$ cat config.mk
export PLATFORM = sky130hd
export DESIGN_NAME = muldiv_unit_flat
export DESIGN_NICKNAME = d
export VERILOG_FILES = /design/src/rtl/muldiv_unit_if.sv /design/src/rtl/muldiv_unit.sv /design/src/flat_wrapper.sv
export SDC_FILE = /design/constraint.sdc
export NUM_CORES = 1
export LEC_CHECK = 0
export ABC_AREA = 1
export CAP_MARGIN = 5
export CORE_UTILIZATION = 40
export CTS_BUF_LIST = sky130_fd_sc_hd__clkbuf_16
export DETAILED_ROUTE_END_ITERATION = 8
export GPL_TIMING_DRIVEN = 0
export HOLD_SLACK_MARGIN = 0.05
export PLACE_DENSITY = 0.66
export SYNTH_ARGS = -nofsm -noshare
export SYNTH_HDL_FRONTEND = slang
export SYNTH_SLANG_ARGS = --single-unit
$ cat constraint.sdc
create_clock -name clk -period 10.2 [get_ports clk]
set_input_delay 2.04 -clock clk [delete_from_list [all_inputs] [get_ports clk]]
set_output_delay 2.04 -clock clk [all_outputs]
set_load 0.02 [all_outputs]
$ cat src/rtl/muldiv_unit_if.sv
// Request/response bundle between the EXE stage and the RV32M multiply/divide unit.
// The pipeline side is the master and the execution unit is the slave.
interface muldiv_unit_if #(
  parameter int XLEN = 32
);
  logic            start;
  logic [2:0]      fun3;
  logic [XLEN-1:0] op_a;
  logic [XLEN-1:0] op_b;
  logic            flush;
  logic            ready;
  logic            busy;
  logic            done;
  logic [XLEN-1:0] result;

  modport master (
    output start, fun3, op_a, op_b, flush,
    input  ready, busy, done, result
  );

  modport slave (
    input  start, fun3, op_a, op_b, flush,
    output ready, busy, done, result
  );
endinterface

$ cat src/rtl/muldiv_unit.sv
// Iterative RV32M multiply/divide unit: radix-2 shift-add multiply (or single-cycle when
// FAST_MUL=1) and restoring division, both on sign-stripped magnitudes with a final sign fix-up.
module muldiv_unit #(
  parameter int XLEN     = 32,
  parameter bit FAST_MUL = 1'b0
) (
  input  logic        clk,
  input  logic        rst,
  muldiv_unit_if.slave bus
);

  localparam int              CW       = $clog2(XLEN) + 1;
  localparam logic [CW-1:0]   LAST_IT  = CW'(XLEN - 1);
  localparam logic [XLEN-1:0] MIN_NEG  = {1'b1, {(XLEN-1){1'b0}}};

  typedef enum logic [1:0] {
    IDLE,
    CALC,
    DONE
  } state_e;

  state_e          state_q, state_d;
  logic [CW-1:0]   cnt_q, cnt_d;
  logic [2:0]      fun3_q, fun3_d;
  logic [XLEN-1:0] hi_q, hi_d;
  logic [XLEN-1:0] lo_q, lo_d;
  logic [XLEN-1:0] mag_b_q, mag_b_d;
  logic            neg_q, neg_d;
  logic            rem_neg_q, rem_neg_d;
  logic [XLEN-1:0] result_q, result_d;
  logic            ready_q, ready_d;
  logic            busy_q, busy_d;
  logic            done_q, done_d;

  logic            in_is_div;
  logic            in_a_signed, in_b_signed;
  logic            in_a_neg, in_b_neg;
  logic [XLEN-1:0] in_mag_a, in_mag_b;
  logic            in_div_zero, in_ovf;
  logic [XLEN-1:0] in_special_res;
  logic [2*XLEN-1:0] fast_prod;

  logic [XLEN:0]   div_trial;
  logic            div_borrow;
  logic [XLEN:0]   mul_sum;
  logic [XLEN-1:0] hi_step, lo_step;

  function automatic logic [XLEN-1:0] mul_select(input logic [2:0] f3, input logic neg,
                                                 input logic [2*XLEN-1:0] prod);
    logic [2*XLEN-1:0] p;
    p = neg ? -prod : prod;
    return (f3[1:0] == 2'b00) ? p[XLEN-1:0] : p[2*XLEN-1:XLEN];
  endfunction

  function automatic logic [XLEN-1:0] div_select(input logic [2:0] f3, input logic q_neg,
                                                 input logic r_neg, input logic [XLEN-1:0] rem,
                                                 input logic [XLEN-1:0] quo);
    logic [XLEN-1:0] q, r;
    q = q_neg ? -quo : quo;
    r = r_neg ? -rem : rem;
    return f3[1] ? r : q;
  endfunction

  // Decode the incoming request: signedness, magnitudes and the divide special cases.
  always_comb begin
    in_is_div   = bus.fun3[2];
    in_a_signed = (bus.fun3 == 3'b001) || (bus.fun3 == 3'b010) ||
                  (bus.fun3 == 3'b100) || (bus.fun3 == 3'b110);
    in_b_signed = (bus.fun3 == 3'b001) || (bus.fun3 == 3'b100) || (bus.fun3 == 3'b110);
    in_a_neg    = in_a_signed && bus.op_a[XLEN-1];
    in_b_neg    = in_b_signed && bus.op_b[XLEN-1];
    in_mag_a    = in_a_neg ? -bus.op_a : bus.op_a;
    in_mag_b    = in_b_neg ? -bus.op_b : bus.op_b;
    in_div_zero = in_is_div && (bus.op_b == '0);
    in_ovf      = in_is_div && !bus.fun3[0] && (bus.op_a == MIN_NEG) && (bus.op_b == '1);
    if (in_div_zero) begin
      in_special_res = bus.fun3[1] ? bus.op_a : '1;
    end else begin
      in_special_res = bus.fun3[1] ? '0 : bus.op_a;
    end
  end

  if (FAST_MUL) begin : g_fast_mul
    assign fast_prod = {{XLEN{1'b0}}, in_mag_a} * {{XLEN{1'b0}}, in_mag_b};
  end else begin : g_iter_mul
    assign fast_prod = '0;
  end

  // One iteration: hi holds the partial remainder / upper product, lo the quotient / multiplier.
  always_comb begin
    div_trial  = {hi_q, lo_q[XLEN-1]} - {1'b0, mag_b_q};
    div_borrow = div_trial[XLEN];
    mul_sum    = {1'b0, hi_q} + (lo_q[0] ? {1'b0, mag_b_q} : '0);
    if (fun3_q[2]) begin
      hi_step = div_borrow ? {hi_q[XLEN-2:0], lo_q[XLEN-1]} : div_trial[XLEN-1:0];
      lo_step = {lo_q[XLEN-2:0], ~div_borrow};
    end else begin
      hi_step = mul_sum[XLEN:1];
      lo_step = {mul_sum[0], lo_q[XLEN-1:1]};
    end
  end

  always_comb begin
    state_d   = state_q;
    cnt_d     = cnt_q;
    fun3_d    = fun3_q;
    hi_d      = hi_q;
    lo_d      = lo_q;
    mag_b_d   = mag_b_q;
    neg_d     = neg_q;
    rem_neg_d = rem_neg_q;
    result_d  = result_q;

    if (bus.flush) begin
      state_d = IDLE;
    end else begin
      case (state_q)
        CALC: begin
          hi_d  = hi_step;
          lo_d  = lo_step;
          cnt_d = cnt_q + 1'b1;
          if (cnt_q == LAST_IT) begin
            state_d  = DONE;
            result_d = fun3_q[2] ? div_select(fun3_q, neg_q, rem_neg_q, hi_step, lo_step)
                                 : mul_select(fun3_q, neg_q, {hi_step, lo_step});
          end
        end
        IDLE, DONE: begin
          if (bus.start) begin
            fun3_d    = bus.fun3;
            neg_d     = in_a_neg ^ in_b_neg;
            rem_neg_d = in_a_neg;
            hi_d      = '0;
            cnt_d     = '0;
            // Multiply keeps the multiplicand in mag_b; divide keeps the divisor there.
            lo_d      = in_is_div ? in_mag_a : in_mag_b;
            mag_b_d   = in_is_div ? in_mag_b : in_mag_a;
            if (in_div_zero || in_ovf) begin
              state_d  = DONE;
              result_d = in_special_res;
            end else if (FAST_MUL && !in_is_div) begin
              state_d  = DONE;
              result_d = mul_select(bus.fun3, in_a_neg ^ in_b_neg, fast_prod);
            end else begin
              state_d = CALC;
            end
          end else if (state_q == DONE) begin
            state_d = IDLE;
          end
        end
        default: state_d = IDLE;
      endcase
    end

    ready_d = (state_d != CALC);
    busy_d  = (state_d == CALC);
    done_d  = (state_d == DONE);
  end

  always_ff @(posedge clk) begin
    if (rst) begin
      state_q   <= IDLE;
      cnt_q     <= '0;
      fun3_q    <= '0;
      hi_q      <= '0;
      lo_q      <= '0;
      mag_b_q   <= '0;
      neg_q     <= 1'b0;
      rem_neg_q <= 1'b0;
      result_q  <= '0;
      ready_q   <= 1'b1;
      busy_q    <= 1'b0;
      done_q    <= 1'b0;
    end else begin
      state_q   <= state_d;
      cnt_q     <= cnt_d;
      fun3_q    <= fun3_d;
      hi_q      <= hi_d;
      lo_q      <= lo_d;
      mag_b_q   <= mag_b_d;
      neg_q     <= neg_d;
      rem_neg_q <= rem_neg_d;
      result_q  <= result_d;
      ready_q   <= ready_d;
      busy_q    <= busy_d;
      done_q    <= done_d;
    end
  end

  assign bus.ready  = ready_q;
  assign bus.busy   = busy_q;
  assign bus.done   = done_q;
  assign bus.result = result_q;

endmodule
$ cat src/flat_wrapper.sv
// flat-port wrapper written by rule: the top's interface ports become plain ports
module muldiv_unit_flat 
#(
  parameter int XLEN     = 32,
  parameter bit FAST_MUL = 1'b0
)
  (clk, rst, bus_start, bus_fun3, bus_op_a, bus_op_b, bus_flush, bus_ready, bus_busy, bus_done, bus_result);
  muldiv_unit_if #(.XLEN(XLEN)) bus_i ();
  input  logic clk;
  input  logic rst;
  input wire logic [$bits(bus_i.start)-1:0] bus_start;
  input wire logic [$bits(bus_i.fun3)-1:0] bus_fun3;
  input wire logic [$bits(bus_i.op_a)-1:0] bus_op_a;
  input wire logic [$bits(bus_i.op_b)-1:0] bus_op_b;
  input wire logic [$bits(bus_i.flush)-1:0] bus_flush;
  output wire logic [$bits(bus_i.ready)-1:0] bus_ready;
  output wire logic [$bits(bus_i.busy)-1:0] bus_busy;
  output wire logic [$bits(bus_i.done)-1:0] bus_done;
  output wire logic [$bits(bus_i.result)-1:0] bus_result;
  assign bus_i.start = bus_start;
  assign bus_i.fun3 = bus_fun3;
  assign bus_i.op_a = bus_op_a;
  assign bus_i.op_b = bus_op_b;
  assign bus_i.flush = bus_flush;
  assign bus_ready = bus_i.ready;
  assign bus_busy = bus_i.busy;
  assign bus_done = bus_i.done;
  assign bus_result = bus_i.result;
  muldiv_unit #(.XLEN(XLEN), .FAST_MUL(FAST_MUL)) u_core (.clk(clk), .rst(rst), .bus(bus_i));
endmodule
# Word-level counts from Yosys, hierarchy flattened
# Index checks and enable logic that the tools add are counted.
# W data, S select, Z words.
dict set report op_classes {
  n_eq_ne 15
  bitwise 3
  n_reduce_logical 21
  addsub 8
  mux 33
}
# cell count
set op_table {}
lappend op_table {{$mux W32} 21}
lappend op_table {{$pmux W32 S2} 3}
lappend op_table {{$neg A32 Y32} 4}
lappend op_table {{$eq A32 B32 Y1 const B} 2}
lappend op_table {{$mux W64} 1}
lappend op_table {{$neg A64 Y64} 1}
lappend op_table {{$add A32 B33 Y33} 1}
lappend op_table {{$sub A33 B32 Y33} 1}
lappend op_table {{$logic_not A32 Y1} 1}
lappend op_table {{$pmux W6 S2} 1}
lappend op_table {{$mux W2} 5}
lappend op_table {{$add A6 B1 Y6 const B} 1}
lappend op_table {{$eq A3 B3 Y1 const B} 2}
lappend op_table {{$eq A6 B5 Y1 const B} 1}
lappend op_table {{$logic_and A1 B1 Y1} 6}
lappend op_table {{$logic_or A1 B1 Y1} 6}
lappend op_table {{$mux W6} 1}
lappend op_table {{$ne A2 B1 Y1 const B} 3}
lappend op_table {{$reduce_and A3 Y1} 2}
lappend op_table {{$reduce_and A5 Y1} 1}
lappend op_table {{$eq A2 B1 Y1 const B} 2}
lappend op_table {{$eq A2 B2 Y1 const B} 2}
lappend op_table {{$logic_not A2 Y1} 2}
lappend op_table {{$pmux W2 S2} 1}
lappend op_table {{other kinds (8)} 9}
dict set report totals {
  out_inout_bits 35
  ff_bits 144
}

# Depth between registers and ports, before layout
# Gate-level depths: netlist (run 1).
dict set report logic_depth {
  ltp_word 10
  mapped_depth 38
}

# Least setup slack after synthesis (run 1)
# Ideal clock, no wire load.
dict set report synth_path {
  path_type {input to register}
  startpoint {input bus_op_b[1]}
  endpoint {register u_core.lo_q[30]}
  stages 14
  n_path_buf 0
  arrival_time_ps 4174
  path_slack_ps 5894
  cell_sequence {inv_1 ha_1 nand3_1 nand3b_1 nor3_1 nand2_1 nor3_1 nand4_1 o21ai_0 o21ai_0 xor2_1 and2_1 o221ai_1 a21oi_1}
}
dict set report synth_between {
  elab_chain_cells 5
}
# item line_no
set synth_lines {}
lappend synth_lines {{from (decl)} flat_wrapper.sv:14} ;# input wire logic [$bits(bus_i.op_b)-1:0] bus_op_b;
lappend synth_lines {{$neg A32 Y32} muldiv_unit.sv:73} ;# in_mag_b = in_b_neg ? -bus.op_b : bus.op_b;
lappend synth_lines {{$mux W32} muldiv_unit.sv:73}
lappend synth_lines {{$mux W32} muldiv_unit.sv:136} ;# lo_d = in_is_div ? in_mag_a : in_mag_b;
lappend synth_lines {{$mux W32} muldiv_unit.sv:129} ;# if (bus.start) begin
lappend synth_lines {{$pmux W32 S2} muldiv_unit.sv:117} ;# case (state_q)
lappend synth_lines {{to (signal assigned)} muldiv_unit.sv:179} ;# lo_q <= lo_d;
lappend synth_lines {{to (decl)} muldiv_unit.sv:26} ;# logic [XLEN-1:0] lo_q, lo_d;
# No other way between the ends. The select of a mux whose other input is x is not followed.
# A chain may end at the register's enable or synchronous reset.

# Final worst setup path (run 1)
dict set report layout_path {
  startpoint {input bus_op_b[0]}
  endpoint {register u_core.result_q[23] (netlist: u_core.bus.result[23])}
}
dict set report layout_between {
  elab_chain_cells 6
  elab_cells_between_ends 11
}
# item line_no
set layout_lines {}
lappend layout_lines {{$logic_not A32 Y1} muldiv_unit.sv:74} ;# in_div_zero = in_is_div && (bus.op_b == '0);
lappend layout_lines {{$logic_and A1 B1 Y1} muldiv_unit.sv:74}
lappend layout_lines {{$mux W32} muldiv_unit.sv:76} ;# if (in_div_zero) begin
lappend layout_lines {{$mux W32} muldiv_unit.sv:138} ;# if (in_div_zero || in_ovf) begin
lappend layout_lines {{$mux W32} muldiv_unit.sv:129}
lappend layout_lines {{$pmux W32 S2} muldiv_unit.sv:117}
lappend layout_lines {{to (signal assigned)} muldiv_unit.sv:183} ;# result_q <= result_d;
lappend layout_lines {{to (decl)} muldiv_unit.sv:30} ;# logic [XLEN-1:0] result_q, result_d;
# Several ways; a longest one is shown, not always the timed one. The select of a mux whose other input is x is not followed.

==> results of run 1 <==
[cell type report]
cell class | count | area [µm²] | area share (%)
Multi-Input combinational cell | 2641 | 13300 | 63.81
Sequential cell | 144 | 2883 | 13.83
Inverter | 449 | 1685 | 8.084
Timing Repair Buffer | 105 | 1051 | 5.041
Tap cell | 600 | 750.7 | 3.601
Buffer | 132 | 579.3 | 2.779
Clock buffer | 17 | 425.4 | 2.041
Clock inverter | 15 | 170.2 | 0.8162
[metrics by stage]
| step | power, mW | instance area [µm²] | worst slack (ns) |
|---|---|---|---|
| detailed placement | 1.526 | 20250 | 4.195 |
| global placement | 1.529 | 20250 | 4.196 |
| global route | 2.310 | 20850 | 4.278 |
| finish | 2.227 | 20850 | 4.574 |
| floorplan | 1.195 | 18450 | 5.894 |
| CTS | 2.182 | 20850 | 4.643 |
[power groups by stage]
stage          Combinational (mW)  Clock, mW  Sequential, mW
2_1_floorplan               0.586          0           0.609
3_3_place_gp                0.913          0           0.616
3_5_place_dp                0.910          0           0.616
4_1_cts                     0.914      0.665           0.603
5_1_grt                      1.02      0.688           0.606
6_report                    0.951      0.672           0.605
[final timing paths]
| kind | endpoint | slack [ns] |
|---|---|---|
| hold / removal | u_core.bus.result[16] | 0.47 |
| setup / recovery | u_core.bus.result[23] | 4.57 |
| setup reg to reg | u_core.bus.result[30] | 4.64 |
| hold reg to reg | u_core.bus.result[16] | 0.47 |
[registers in the layout (all words and copies together), names as in the netlist]
register,flops
u_core.bus.result,32
u_core.hi_q,32
u_core.lo_q,32
u_core.mag_b_q,32
u_core.cnt_q,6
u_core.fun3_q,3
u_core.state_q,2
u_core.bus.busy,1
u_core.bus.done,1
u_core.bus.ready,1
u_core.neg_q,1
u_core.rem_neg_q,1
[Yosys cell counts, drive strengths merged (4+ instances only)]
| library cell | instances | area, µm² |
|---|---|---|
| inv | 445 | 1670 |
| a21o | 5 | 37.54 |
| or2 | 8 | 50.05 |
| nand2 | 1127 | 4415 |
| o221ai | 7 | 61.31 |
| a31oi | 9 | 56.30 |
| clkinv | 4 | 15.01 |
| dfxtp | 144 | 2883 |
| o211ai | 38 | 285.3 |
| o22ai | 16 | 100.1 |
| ha | 70 | 875.8 |
| and2 | 6 | 40.04 |
| o21a | 6 | 45.04 |
| nor2 | 294 | 1211 |
| nor3 | 51 | 266.5 |
| nor4 | 15 | 93.84 |
| a221oi | 4 | 35.03 |
| xor2 | 80 | 700.7 |
| a21oi | 278 | 1410 |
| o21ai | 192 | 983.4 |
| nand3 | 294 | 1521 |
| a22oi | 9 | 67.56 |
| o21bai | 35 | 266.5 |
| buf | 38 | 226.5 |
| clkbuf | 94 | 352.8 |
| xnor2 | 33 | 289.0 |
| nand4 | 30 | 200.2 |
| nand3b | 19 | 142.6 |
[layer usage]
metal	routed length, µm	GRT usage [%]
met3	9347	6.653
met2	41010	62.72
met4	6132	21.50
met1	39300	52.27
met5	13	0
[cell families after synthesis]
logic type      synth area share (%)
flops                          15.62
buf+inv                        12.27
fa+ha+maj                      4.964
xor+xnor                       5.364
compound gates                 18.62
simple gates                   43.16
[worst max-delay path: cells and delay by family]
family                     cells  cell delay, ns
AOI/OAI and AO/OA              3            0.73
adders and majority gates      1            0.17
buffers and inverters          3            0.95
and+or+nand+nor                9            2.11
==> qor.csv, run 1 <==
stage;metric;value;unit
pwr;static leakage;10.14;nW
final_layout;diode count;0;
clocking;Clock Latency Late Sink;0.46;ns
critical_path;CP Class;in2reg;
final_layout;Util after Layout;45.84;%
clocking;clk buf depth;2;
route;wire length per cell;23.35;µm
clocking;CTS tree;built;
placement;final HPWL from detailed placement;79710;µm
final_layout;# fillers;5160;
timing;Fin Hold WS;0.4661;ns
pwr;Net Sw Power;1.021;mW
clocking;CTS Buf Count;17;
critical_path;Slowest-stage cell, CP;clkdlybuf4s50_1;
yosys;Yosys warnings;0;
die;Starting Density;40.57;%
critical_path;Worst setup SP type;primary input;
hold_path;min-delay src;u_core.bus.result[16];
yosys;Syn Nets;3509;
route;Vias per Instance;5.704;
pwr;Sw Share;45.83;%
timing;Final Hold Fails;0;
timing;Final Max Tran Viols;0;
critical_path;max incr delay on CP;0.55;ns
placement;GP Congestion;1.069;
critical_path;crit path from;bus_op_b[0];
route;routed vias;23402;
global_route;initial antenna violation count;1;
route;final wirelength;95810;µm
global_route;gr ovfl total;0;
final_layout;Final nets;3633;
pwr;P_int;1.206;mW
global_route;largest net degree at the start of global routing;17;
critical_path;crit path capture type;flop;
route;DRC;0;
die;Die Y;216.8;µm
global_route;first-pass GRT wire length;138000;µm
route;DR iter-0 viols;3261;
global_route;vias in the first global route;20999;
critical_path;WP data required;10.59;ns
yosys;Gate Count Post-Synth;3366;
clocking;Setup Buffers After CTS;0;
pwr;clock share of power;30.2;%
yosys;Yosys cell types;58;
timing;RSZ-0062 raised after global routing;no;
timing;worst slew pin tran;1.084;ns
final_layout;area grow syn2layout;12.99;%
critical_path;worst endpoint data arrival time;6.01;ns
timing;clk_skew;0.01516;ns
final_layout;proportion of layout cells with a drive suffix above 1;4.996;%
timing;post-route setup TNS;0;ns
critical_path;worst-case reg-to-reg path depth;35;
die;total core area;45480;µm²
run_status;status;complete, no violations;
clocking;H-Tree Depth;4;
hold_path;hold depth;2;
critical_path;CP cell instances;clkdlybuf4s50_1 > inv_1 > ha_1 > nand3_1 > nand3b_1 > nor3_1 > nand2_1 > nor3_1 > nand4_1 > nor3_1 > nand3_1 > clkbuf_1 > o21bai_1 > a21oi_1 > nand2_1 > a21oi_1;
yosys;synthesized area;18450;µm²
critical_path;CP most frequent cell;nor3_1;
timing;Final Critical Period;5.626;ns
placement;placed cells;4071;
clocking;Root Driver;clkbuf_16;
clocking;Worst-path clk slew;0.07;ns
hold_path;worst hold path type;reg2reg;
final_layout;commonest non-fill, non-tap cell in the layout;nand2_1;
timing;fin crit share;55.15;%
final_layout;Finished Layout Cells;4103;
clocking;CTS hold repair buffers;0;
pwr;Peak supply drop;0.1617;mV
pwr;PwrDens;106.8;nW/µm²
global_route;gr usage total;40.00;%
die;Chip Width;216.8;µm
yosys;ys async rst share;0;%
final_layout;most frequent cells in the layout;nand2_1 (1,078), inv_1 (432), nand3_1 (284);
clocking;Gates resized, CTS repair;0;
yosys;EDFF count, synth;0;
pwr;Reg power frac;27.2;%
die;die footprint;46990;µm²
yosys;Seq cells post-synth;144;
timing;Fmax achieved;177.8;MHz
die;io pins;106;
placement;PortBufs;105;
die;Std-Cell Rows;78;
job;MaxCap Viol Count;0;
critical_path;worst-path fanout max;10;
critical_path;r2r startpoint;u_core.hi_q[0];
route;TritonRoute pass-1 iters;9;
pwr;Comb pwr share;42.7;%
yosys;sequential area share after synthesis;15.62;%
yosys;Most used DFF post-synth;dfxtp_1;
timing;Max transition margin;26.99;%
route;ANT nets after route;0;
clocking;CTS Sinks;144;
yosys;mean post-synth cell area;5.481;µm²
timing;endpoints failing setup;0;
Power figures use the tool's default switching activity.
==> run 2: changes to the inputs <==
==> constraint.sdc (replaced) <==
create_clock -name clk -period 5.46 [get_ports clk]
set_input_delay 1.092 -clock clk [delete_from_list [all_inputs] [get_ports clk]]
set_output_delay 1.092 -clock clk [all_outputs]
set_load 0.02 [all_outputs]
==> run 2 against run 1 <==
  * Critical path depth rose by 14
  * Clock power rose by 86%
  * Sequential cell count did not move
  * Largest power group unchanged
  * Highest routed layer unchanged
==> qor.csv, run 2 (synthesis results as in run 1) <==
stage;metric;value;unit
run_status;status;complete, no violations;
timing;worst slew pin tran;1.067;ns
final_layout;# fillers;5147;
critical_path;reg2reg end;u_core.bus.result[8];
pwr;Peak supply drop;0.2987;mV
critical_path;CP Class;reg2reg;
pwr;PwrDens;199.3;nW/µm²
critical_path;Worst path depth;30;
hold_path;worst hold path type;reg2reg;
route;DR iter-0 viols;3236;
global_route;initial antenna violation count;1;
clocking;CTS Sinks;144;
critical_path;WP data required;5.77;ns
final_layout;most frequent cells in the layout;nand2_1 (1,076), inv_1 (432), nand3_1 (282);
route;routed vias;23496;
timing;fin crit share;95.84;%
hold_path;min-delay src;u_core.bus.result[4];
timing;Final Hold Fails;0;
critical_path;worst endpoint data arrival time;5.55;ns
die;Die Y;216.8;µm
timing;Final Max Tran Viols;0;
final_layout;commonest non-fill, non-tap cell in the layout;nand2_1;
timing;clk_skew;0.01359;ns
hold_path;hold path endpoint;u_core.bus.result[4];
placement;final HPWL from detailed placement;79710;µm
die;die footprint;46990;µm²
timing;Fin Hold WS;0.4668;ns
die;Starting Density;40.57;%
critical_path;Worst setup SP type;flop;
route;wire length per cell;23.33;µm
clocking;Worst-path clk slew;0.07;ns
timing;Max transition margin;28.09;%
job;MaxCap Viol Count;0;
route;Vias per Instance;5.722;
placement;GP Congestion;1.069;
timing;Final Critical Period;5.233;ns
hold_path;hold depth;2;
critical_path;r2r startpoint;u_core.hi_q[22];
clocking;CTS Buf Count;17;
global_route;gr ovfl total;0;
clocking;clk buf depth;2;
die;total core area;45480;µm²
placement;placed cells;4071;
final_layout;Finished Layout Cells;4106;
die;Std-Cell Rows;78;
clocking;H-Tree Depth;4;
placement;PortBufs;105;
die;io pins;106;
global_route;largest net degree at the start of global routing;17;
route;DRC;0;
critical_path;max incr delay on CP;0.60;ns
final_layout;diode count;0;
final_layout;Final nets;3636;
global_route;gr usage total;40.00;%
final_layout;area grow syn2layout;13.55;%
critical_path;CP most frequent cell;nand2_1;
global_route;vias in the first global route;20999;
critical_path;Worst R2R Setup Slack;0.23;ns
critical_path;crit path capture type;flop;
critical_path;Slowest-stage cell, CP;dfxtp_1;
clocking;CTS tree;built;
critical_path;worst-case reg-to-reg path depth;30;
die;Chip Width;216.8;µm
critical_path;Top delay family on crit path;simple AND/OR/NAND/NOR gates;
clocking;Clock Latency Late Sink;0.46;ns
route;TritonRoute pass-1 iters;6;
route;ANT nets after route;0;
timing;Fmax achieved;191.1;MHz
clocking;Root Driver;clkbuf_16;
pwr;static leakage;10.16;nW
critical_path;Crit path buffers/inverters;4;
final_layout;proportion of layout cells with a drive suffix above 1;5.448;%
route;final wirelength;95810;µm
timing;endpoints failing setup;0;
critical_path;worst-path fanout max;10;
global_route;first-pass GRT wire length;138000;µm
[run 2: changes by cell type in the layout (fill, tap and decap cells not counted), sizes merged]
cell / previous run / this run
buf: 38 / 41
[run 2: what timing repair did]
action,CTS,global route
endpoints found under the setup margin,0,16
hold buffers,0,0
buffers inserted,0,3
gates resized for setup,0,22
[run 2: worst register-to-register path, delay by kind of cell, from the launching register on]
kind / cells / cell delay [ns]
fa+ha+maj: 2 / 0.57
compound gates: 4 / 0.71
buf+inv: 4 / 0.41
flops: 1 / 0.60
simple gates: 20 / 2.78
[run 2: layout make-up]
cell class	count	area [µm²]	share of cell area [%]
plain buffers	132	580.6	2.771
inverters	449	1685	8.045
clock buffers	17	425.4	2.031
clock inverters	15	170.2	0.8122
multi-input cells	2641	13380	63.86
repair buffers	108	1074	5.124
flip-flops and latches	144	2887	13.78
well taps	600	750.7	3.583
[run 2: how the worst max path moves through the flow]
| stage | to | start | slack (ns) |
|---|---|---|---|
| final | u_core.bus.result[8] | u_core.hi_q[22] | 0.23 |
| after global routing | u_core.bus.result[30] | u_core.mag_b_q[26] | -0.02 |
| after CTS | u_core.bus.result[30] | u_core.hi_q[0] | 0.06 |
| after detailed placement | u_core.bus.result[30] | u_core.hi_q[0] | 0.07 |
| after global placement | u_core.bus.result[30] | u_core.hi_q[0] | 0.08 |
| after floorplan | u_core.bus.result[12] | u_core.lo_q[31] | 1.35 |
[run 2: power by group]
| part | leakage (nW) | internal [mW] | switching [mW] |
|---|---|---|---|
| clock | 0.291 | 0.652 | 0.599 |
| sequential | 1.17 | 1.09 | 0.0401 |
| combinational | 8.70 | 0.522 | 1.27 |
[run 2: through the flow]
step / TNS, ns / cell area (µm²) / utilization (%) / total power, mW / worst slack, ns
final: 0 / 20950 / 46.07 / 4.176 / 0.2269
after global routing: -0.02993 / 20950 / 46.07 / 4.336 / -0.01703
after CTS: 0 / 20850 / 45.84 / 4.076 / 0.05879
after detailed placement: 0 / 20250 / 44.53 / 2.850 / 0.07159
after global placement: 0 / 20250 / 44.53 / 2.857 / 0.07944
after floorplan: 0 / 18450 / - / 2.232 / 1.345
[run 2: routing by layer]
metal / wire length [µm] / global-route usage [%] / part of all wire (%) / vias up
met1: 38940 / 52.27 / 41 / 10683
met5: 13 / 0 / 0.014 / -
li1: - / - / - / 11133
met2: 41100 / 62.72 / 43 / 1394
met3: 9609 / 6.653 / 10 / 284
met4: 6144 / 21.50 / 6.4 / 2
